`src/rtl/fifo_burst_drain_if.sv`:
```
// fifo_burst_drain_if: FIFO read port plus valid/ready output stream of the burst drainer.
interface fifo_burst_drain_if #(
    parameter int DATA_BIT_SIZE = 8,
    parameter int FIFO_SIZE     = 8
);
    localparam int CNT_W = $clog2(FIFO_SIZE) + 1;
    logic                     fifo_empty;
    logic [CNT_W-1:0]         fifo_cnt;
    logic [DATA_BIT_SIZE-1:0] fifo_rd_data;
    logic                     fifo_rd_en;
    logic                     out_valid;
    logic                     out_ready;
    logic [DATA_BIT_SIZE-1:0] out_data;
    logic                     out_last;
    modport master (
        input  fifo_empty, fifo_cnt, fifo_rd_data, out_ready,
        output fifo_rd_en, out_valid, out_data, out_last
    );
    modport slave (
        output fifo_empty, fifo_cnt, fifo_rd_data, out_ready,
        input  fifo_rd_en, out_valid, out_data, out_last
    );
endinterface

```
`src/rtl/fifo_burst_drain.sv`:
```
// fifo_burst_drain: batches FWFT FIFO entries into bursts (threshold or idle timeout) on a registered stream.
// Define FIFO_BURST_DRAIN_STAT_EN to build the burst/timeout statistics counters.
module fifo_burst_drain #(
    parameter int DATA_BIT_SIZE = 8,
    parameter int FIFO_SIZE     = 8,
    parameter int BURST_MAX     = 4,
    parameter int BATCH_THR     = 4,
    parameter int TIMEOUT       = 16
) (
    input  logic                clk,
    input  logic                rst_n,
    fifo_burst_drain_if.master  bus,
    output logic                busy,
    output logic [15:0]         stat_bursts,
    output logic [15:0]         stat_tmo
);
    localparam int CNT_W = $clog2(FIFO_SIZE) + 1;
    localparam int TMR_W = $clog2(TIMEOUT + 1);
    localparam logic [CNT_W-1:0] THR   = CNT_W'(BATCH_THR);
    localparam logic [CNT_W-1:0] BMAX  = CNT_W'(BURST_MAX);
    localparam logic [TMR_W-1:0] TLAST = TMR_W'(TIMEOUT - 1);

    typedef enum logic [1:0] {IDLE = 2'd0, WAIT = 2'd1, DRAIN = 2'd2} state_t;

    state_t                   state_q, state_d;
    logic [TMR_W-1:0]         timer_q, timer_d;
    logic [CNT_W-1:0]         pops_left_q, pops_left_d;
    logic                     out_valid_q, out_valid_d;
    logic [DATA_BIT_SIZE-1:0] out_data_q, out_data_d;
    logic                     out_last_q, out_last_d;
    logic                     thr_hit, pop, accept, start;

    always_ff @(posedge clk or negedge rst_n) begin
        if (!rst_n) begin
            state_q     <= IDLE;
            timer_q     <= '0;
            pops_left_q <= '0;
            out_valid_q <= 1'b0;
            out_data_q  <= '0;
            out_last_q  <= 1'b0;
        end else begin
            state_q     <= state_d;
            timer_q     <= timer_d;
            pops_left_q <= pops_left_d;
            out_valid_q <= out_valid_d;
            out_data_q  <= out_data_d;
            out_last_q  <= out_last_d;
        end
    end

    always_comb begin
        state_d     = state_q;
        timer_d     = timer_q;
        pops_left_d = pops_left_q;
        out_valid_d = out_valid_q;
        out_data_d  = out_data_q;
        out_last_d  = out_last_q;
        start       = 1'b0;
        thr_hit     = bus.fifo_cnt >= THR;
        accept      = out_valid_q && bus.out_ready;
        pop         = (state_q == DRAIN) && (pops_left_q != '0) && !bus.fifo_empty
                      && (!out_valid_q || bus.out_ready);
        case (state_q)
            IDLE: begin
                if (thr_hit) begin
                    state_d = DRAIN;
                    start   = 1'b1;
                end else if (bus.fifo_cnt != '0) begin
                    state_d = WAIT;
                    timer_d = '0;
                end
            end
            WAIT: begin
                timer_d = timer_q + TMR_W'(1);
                if (thr_hit || timer_q == TLAST) begin
                    state_d = DRAIN;
                    start   = 1'b1;
                end
            end
            DRAIN: state_d = (accept && out_last_q) ? IDLE : DRAIN;
            default: state_d = IDLE;
        endcase
        // Burst length is frozen here; later FIFO writes never extend it.
        if (start) pops_left_d = (bus.fifo_cnt < BMAX) ? bus.fifo_cnt : BMAX;
        if (pop) begin
            out_data_d  = bus.fifo_rd_data;
            out_valid_d = 1'b1;
            out_last_d  = (pops_left_q == CNT_W'(1));
            pops_left_d = pops_left_q - CNT_W'(1);
        end else if (accept) begin
            out_valid_d = 1'b0;
        end
    end

    assign busy           = (state_q != IDLE);
    assign bus.fifo_rd_en = pop;
    assign bus.out_valid  = out_valid_q;
    assign bus.out_data   = out_data_q;
    assign bus.out_last   = out_last_q;

`ifdef FIFO_BURST_DRAIN_STAT_EN
    logic [15:0] bursts_q, bursts_d, tmo_q, tmo_d;
    logic        start_tmo;

    always_ff @(posedge clk or negedge rst_n) begin
        if (!rst_n) begin
            bursts_q <= '0;
            tmo_q    <= '0;
        end else begin
            bursts_q <= bursts_d;
            tmo_q    <= tmo_d;
        end
    end

    // A start where threshold and timeout coincide is credited to the threshold.
    always_comb begin
        start_tmo = (state_q == WAIT) && !thr_hit && (timer_q == TLAST);
        bursts_d  = (start && bursts_q != 16'hFFFF) ? bursts_q + 16'd1 : bursts_q;
        tmo_d     = (start_tmo && tmo_q != 16'hFFFF) ? tmo_q + 16'd1 : tmo_q;
    end

    assign stat_bursts = bursts_q;
    assign stat_tmo    = tmo_q;
`else
    assign stat_bursts = 16'h0;
    assign stat_tmo    = 16'h0;
`endif
endmodule

```
`src/flat_wrapper.sv`:
```
// flat-port wrapper written by rule: the top's interface ports become plain ports
module fifo_burst_drain_flat 
#(
    parameter int DATA_BIT_SIZE = 8,
    parameter int FIFO_SIZE     = 8,
    parameter int BURST_MAX     = 4,
    parameter int BATCH_THR     = 4,
    parameter int TIMEOUT       = 16
)
  (clk, rst_n, busy, stat_bursts, stat_tmo, bus_fifo_empty, bus_fifo_cnt, bus_fifo_rd_data, bus_out_ready, bus_fifo_rd_en, bus_out_valid, bus_out_data, bus_out_last);
  fifo_burst_drain_if #(.DATA_BIT_SIZE(DATA_BIT_SIZE), .FIFO_SIZE(FIFO_SIZE)) bus_i ();
  input  logic clk;
  input  logic rst_n;
  output logic busy;
  output logic [15:0] stat_bursts;
  output logic [15:0] stat_tmo;
  input wire logic [$bits(bus_i.fifo_empty)-1:0] bus_fifo_empty;
  input wire logic [$bits(bus_i.fifo_cnt)-1:0] bus_fifo_cnt;
  input wire logic [$bits(bus_i.fifo_rd_data)-1:0] bus_fifo_rd_data;
  input wire logic [$bits(bus_i.out_ready)-1:0] bus_out_ready;
  output wire logic [$bits(bus_i.fifo_rd_en)-1:0] bus_fifo_rd_en;
  output wire logic [$bits(bus_i.out_valid)-1:0] bus_out_valid;
  output wire logic [$bits(bus_i.out_data)-1:0] bus_out_data;
  output wire logic [$bits(bus_i.out_last)-1:0] bus_out_last;
  assign bus_i.fifo_empty = bus_fifo_empty;
  assign bus_i.fifo_cnt = bus_fifo_cnt;
  assign bus_i.fifo_rd_data = bus_fifo_rd_data;
  assign bus_i.out_ready = bus_out_ready;
  assign bus_fifo_rd_en = bus_i.fifo_rd_en;
  assign bus_out_valid = bus_i.out_valid;
  assign bus_out_data = bus_i.out_data;
  assign bus_out_last = bus_i.out_last;
  fifo_burst_drain #(.DATA_BIT_SIZE(DATA_BIT_SIZE), .FIFO_SIZE(FIFO_SIZE), .BURST_MAX(BURST_MAX), .BATCH_THR(BATCH_THR), .TIMEOUT(TIMEOUT)) u_core (.clk(clk), .rst_n(rst_n), .bus(bus_i), .busy(busy), .stat_bursts(stat_bursts), .stat_tmo(stat_tmo));
endmodule
```
`config.mk`:
```
export PLATFORM = sky130hd
export DESIGN_NAME = fifo_burst_drain_flat
export DESIGN_NICKNAME = d
export VERILOG_FILES = /design/src/rtl/fifo_burst_drain_if.sv /design/src/rtl/fifo_burst_drain.sv /design/src/flat_wrapper.sv
export SDC_FILE = /design/constraint.sdc
export NUM_CORES = 1
export LEC_CHECK = 0
export CORE_UTILIZATION = 40
export CTS_CLUSTER_DIAMETER = 50
export CTS_CLUSTER_SIZE = 12
export DETAILED_ROUTE_END_ITERATION = 8
export GPL_TIMING_DRIVEN = 0
export PLACE_DENSITY = 0.78
export SYNTH_ARGS = -nofsm -noshare
export SYNTH_HDL_FRONTEND = slang
export SYNTH_SLANG_ARGS = --single-unit
```
`constraint.sdc`:
```
create_clock -name clk -period 2.8 [get_ports clk]
set_clock_uncertainty 0.2 [all_clocks]
set_input_delay 0.28 -clock clk [delete_from_list [all_inputs] [get_ports clk]]
set_output_delay 0.28 -clock clk [all_outputs]
set_load 0.05 [all_outputs]
```
==> results_dict.tcl <==
set metrics [dict create \
    drt_first_pass_iters 4 \
    die_h_microns 58.1 \
    status "complete, no violations" \
    ys_seq_elements 21 \
    layout_setup_ws_ps 215 \
    critical_path.max_fanout 10 \
    max_clock_freq_mhz 387 \
    synth_fa_ha_area_frac 0.0397 \
    start_util 0.416 \
    drive_gt1_frac 0.286 \
    syn_area_sq_um 1260 \
    leakagePower_nw 0.887 \
    synth_top_family_by_area "buffers and inverters" \
    worstPathRequired_ps 2320 \
    numCtsBuffers 3 \
    gp_congestion 0.819 \
    worstPathArrival_ps 2110 \
    place_hpwl_microns 1820 \
    synth.distinct_cells 35 \
    regArea_sq_um 526 \
    hp-class "in -> async" \
    crit_path_start "u_core.state_q[0]" \
    fin_crit_ps 2590 \
    grt_max_degree 22 \
    cp-endpoint "bus_fifo_rd_en" \
    synth-warning-count 0 \
    wl_per_cell_microns 10.6 \
    tns_ps 0 \
    cts_sinks 21 \
    drc 0 \
    mostFrequentLayoutCells "buf_4, conb_1, clkdlybuf4s50_1" \
    yosysSeqAreaShare 0.417 \
    cellPowerDensity_nw_per_um2 965 \
    vias_per_cell 4.18 \
    netlist_instances 121 \
    die_width_microns 58.1 \
    post_dp_cell_area_sq_um 1700 \
    worstMarginPinSlew_ps 931 \
    hold_viol 0 \
    finalPower_mw 1.68 \
    grt_pass1_vias 958 \
    grt_pass1_wl_microns 4020 \
    synthMuxAreaShare 0.0824 \
    drt-initial-drc-count 13 \
    clk_path_buf_depth 2 \
    cp-end-kind "output pin" \
    placementRows 20 \
    vias 958 \
    grt_use_total 0.159 \
    slew_violations 0 \
    rsz0062_at_grt "no" \
    multi_input_area_sq_um 568 \
    grt_overflow 0 \
    synthXorXnorAreaFrac 0.00695 \
    synthToLayoutAreaGrowth_pct 38.5 \
    ios 60 \
    timing.rr.end "u_core.pops_left_q[0]" \
    r2r_start "u_core.timer_q[0]" \
    reg2reg_depth 7 \
    crit_path_start_kind "register" \
    clk_latency_ps 310 \
    cts.clk_slew.worst_paths_ps 130 \
    nNetsFinal 206 \
    core-area_sq_um 3030 \
    r2r_setup_slack_ps 420 \
    num-fill-cells 259 \
    setup_violations 0 \
    post_synth.cell_area_avg_sq_um 10.4 \
    antenna_found_initial 0 \
    ant_nets 0 \
    dieArea_sq_um 3380 \
    n_antenna_cell 0 \
    ir_drop_mv 0.654 \
    synth_compound_area_frac 0.127 \
    cts_tree "built" \
    htreeDepth 1 \
    root_buffer "clkbuf_4" \
    crit_type "reg -> out" \
    design_area_sq_um 1750 \
    pre_cts_ws_ps -202 \
    final_common_cell "buf_4" \
    whs_ps 273 \
    slew_headroom 0.377 \
    io_buffers 27 \
    max_cap_viol_count 0 \
    finalWirelength_microns 2430 \
    finalCritPeriodShare 0.923 \
    yosys.area_share.simple 0.0993 \
]
[Yosys cell counts]
master	count	area, sq um
conb_1	1	3.75
a311oi_1	1	8.76
xor2_1	1	8.76
a21o_1	2	15.0
a31o_2	1	8.76
buf_2	1	5.00
o21ai_0	6	30.0
o21a_1	2	15.0
nor3_1	2	10.0
a21oi_1	1	5.00
mux2_4	1	15.0
or2_2	1	6.26
and3_1	1	6.26
a211oi_1	2	15.0
o21bai_1	1	7.51
inv_1	7	26.3
o2bb2ai_1	1	8.76
nor3_4	1	16.3
nand2_1	4	15.0
mux2i_1	1	10.0
nor3b_1	1	7.51
buf_4	32	240
a32oi_1	1	8.76
nor2b_1	2	12.5
nor2_1	5	18.8
nor4_1	1	6.26
or3b_4	1	11.3
buf_6	1	11.3
mux2_2	7	78.8
o311a_1	1	10.0
nand3_1	3	15.0
dfrtp_1	21	526
a22o_1	2	17.5
a32o_1	1	10.0
ha_1	4	50.1
[critical path, cell delays in order (launching register included)]
cell             delay, ps
dfrtp_1                380
buf_2                  160
or3b_4                 410
nor3_4                 260
buf_6                  190
clkdlybuf4s15_2        380
[stage by stage]
stage                     cells  utilization
final                       229        0.576
after global routing        229        0.576
after CTS                   227        0.571
after detailed placement    223        0.562
after global placement      223        0.562
after floorplan             152            -
[final cells by class]
type	count	share of cell area
multi-input combinational	90	0.325
timing repair buffer	29	0.164
tap	44	0.0315
clock inverter	1	0.00287
buffer	34	0.147
inverter	7	0.0151
clock buffer	3	0.0129
sequential	21	0.301
[worst min path at each step]
stage | endpoint | slack [ps] | cells after the start
6_report | u_core.bus.out_data[2] | 270 | 1
2_1_floorplan | u_core.bus.out_data[0] | -220 | 0
3_3_place_gp | u_core.timer_q[4] | 270 | 1
3_5_place_dp | u_core.bus.out_data[5] | 300 | 1
5_1_grt | u_core.bus.out_data[5] | 340 | 1
4_1_cts | u_core.bus.out_data[3] | 310 | 1
[state kept, by name (all words and copies together), names as in the netlist]
signal                flops
u_core.state_q            2
u_core.bus.out_last       1
u_core.bus.out_data       8
u_core.pops_left_q        4
u_core.bus.out_valid      1
u_core.timer_q            5
[per-layer routing]
metal | GRT usage | share of wire
met1 | 0.189 | 0.42
met2 | 0.256 | 0.45
met3 | 0.0625 | 0.12
met4 | 0.0680 | 0.016
met5 | 0 | 0
[power breakdown]
group | switching [mW] | total, mW | internal, mW
Combinational | 0.621 | 1.01 | 0.385
Sequential | 0.0988 | 0.527 | 0.428
Clock | 0.0994 | 0.153 | 0.0534
Total | 0.819 | 1.68 | 0.866
[what timing repair did]
| action | CTS | global route |
|---|---|---|
| hold buffers | 0 | 0 |
| gates resized for setup | 3 | 0 |
| endpoints found under the setup margin | 1 | 1 |
| setup buffers | 0 | 2 |
| pin swaps | 0 | 1 |
[cells by family after synthesis]
family,Yosys count
buffers and inverters,41
AOI/OAI and AO/OA,22
and+or+nand+nor,22
DFF,21
muxes,9
adders and majority gates,4
other,1
xor gates and xnor gates,1
Power figures use the tool's default switching activity.
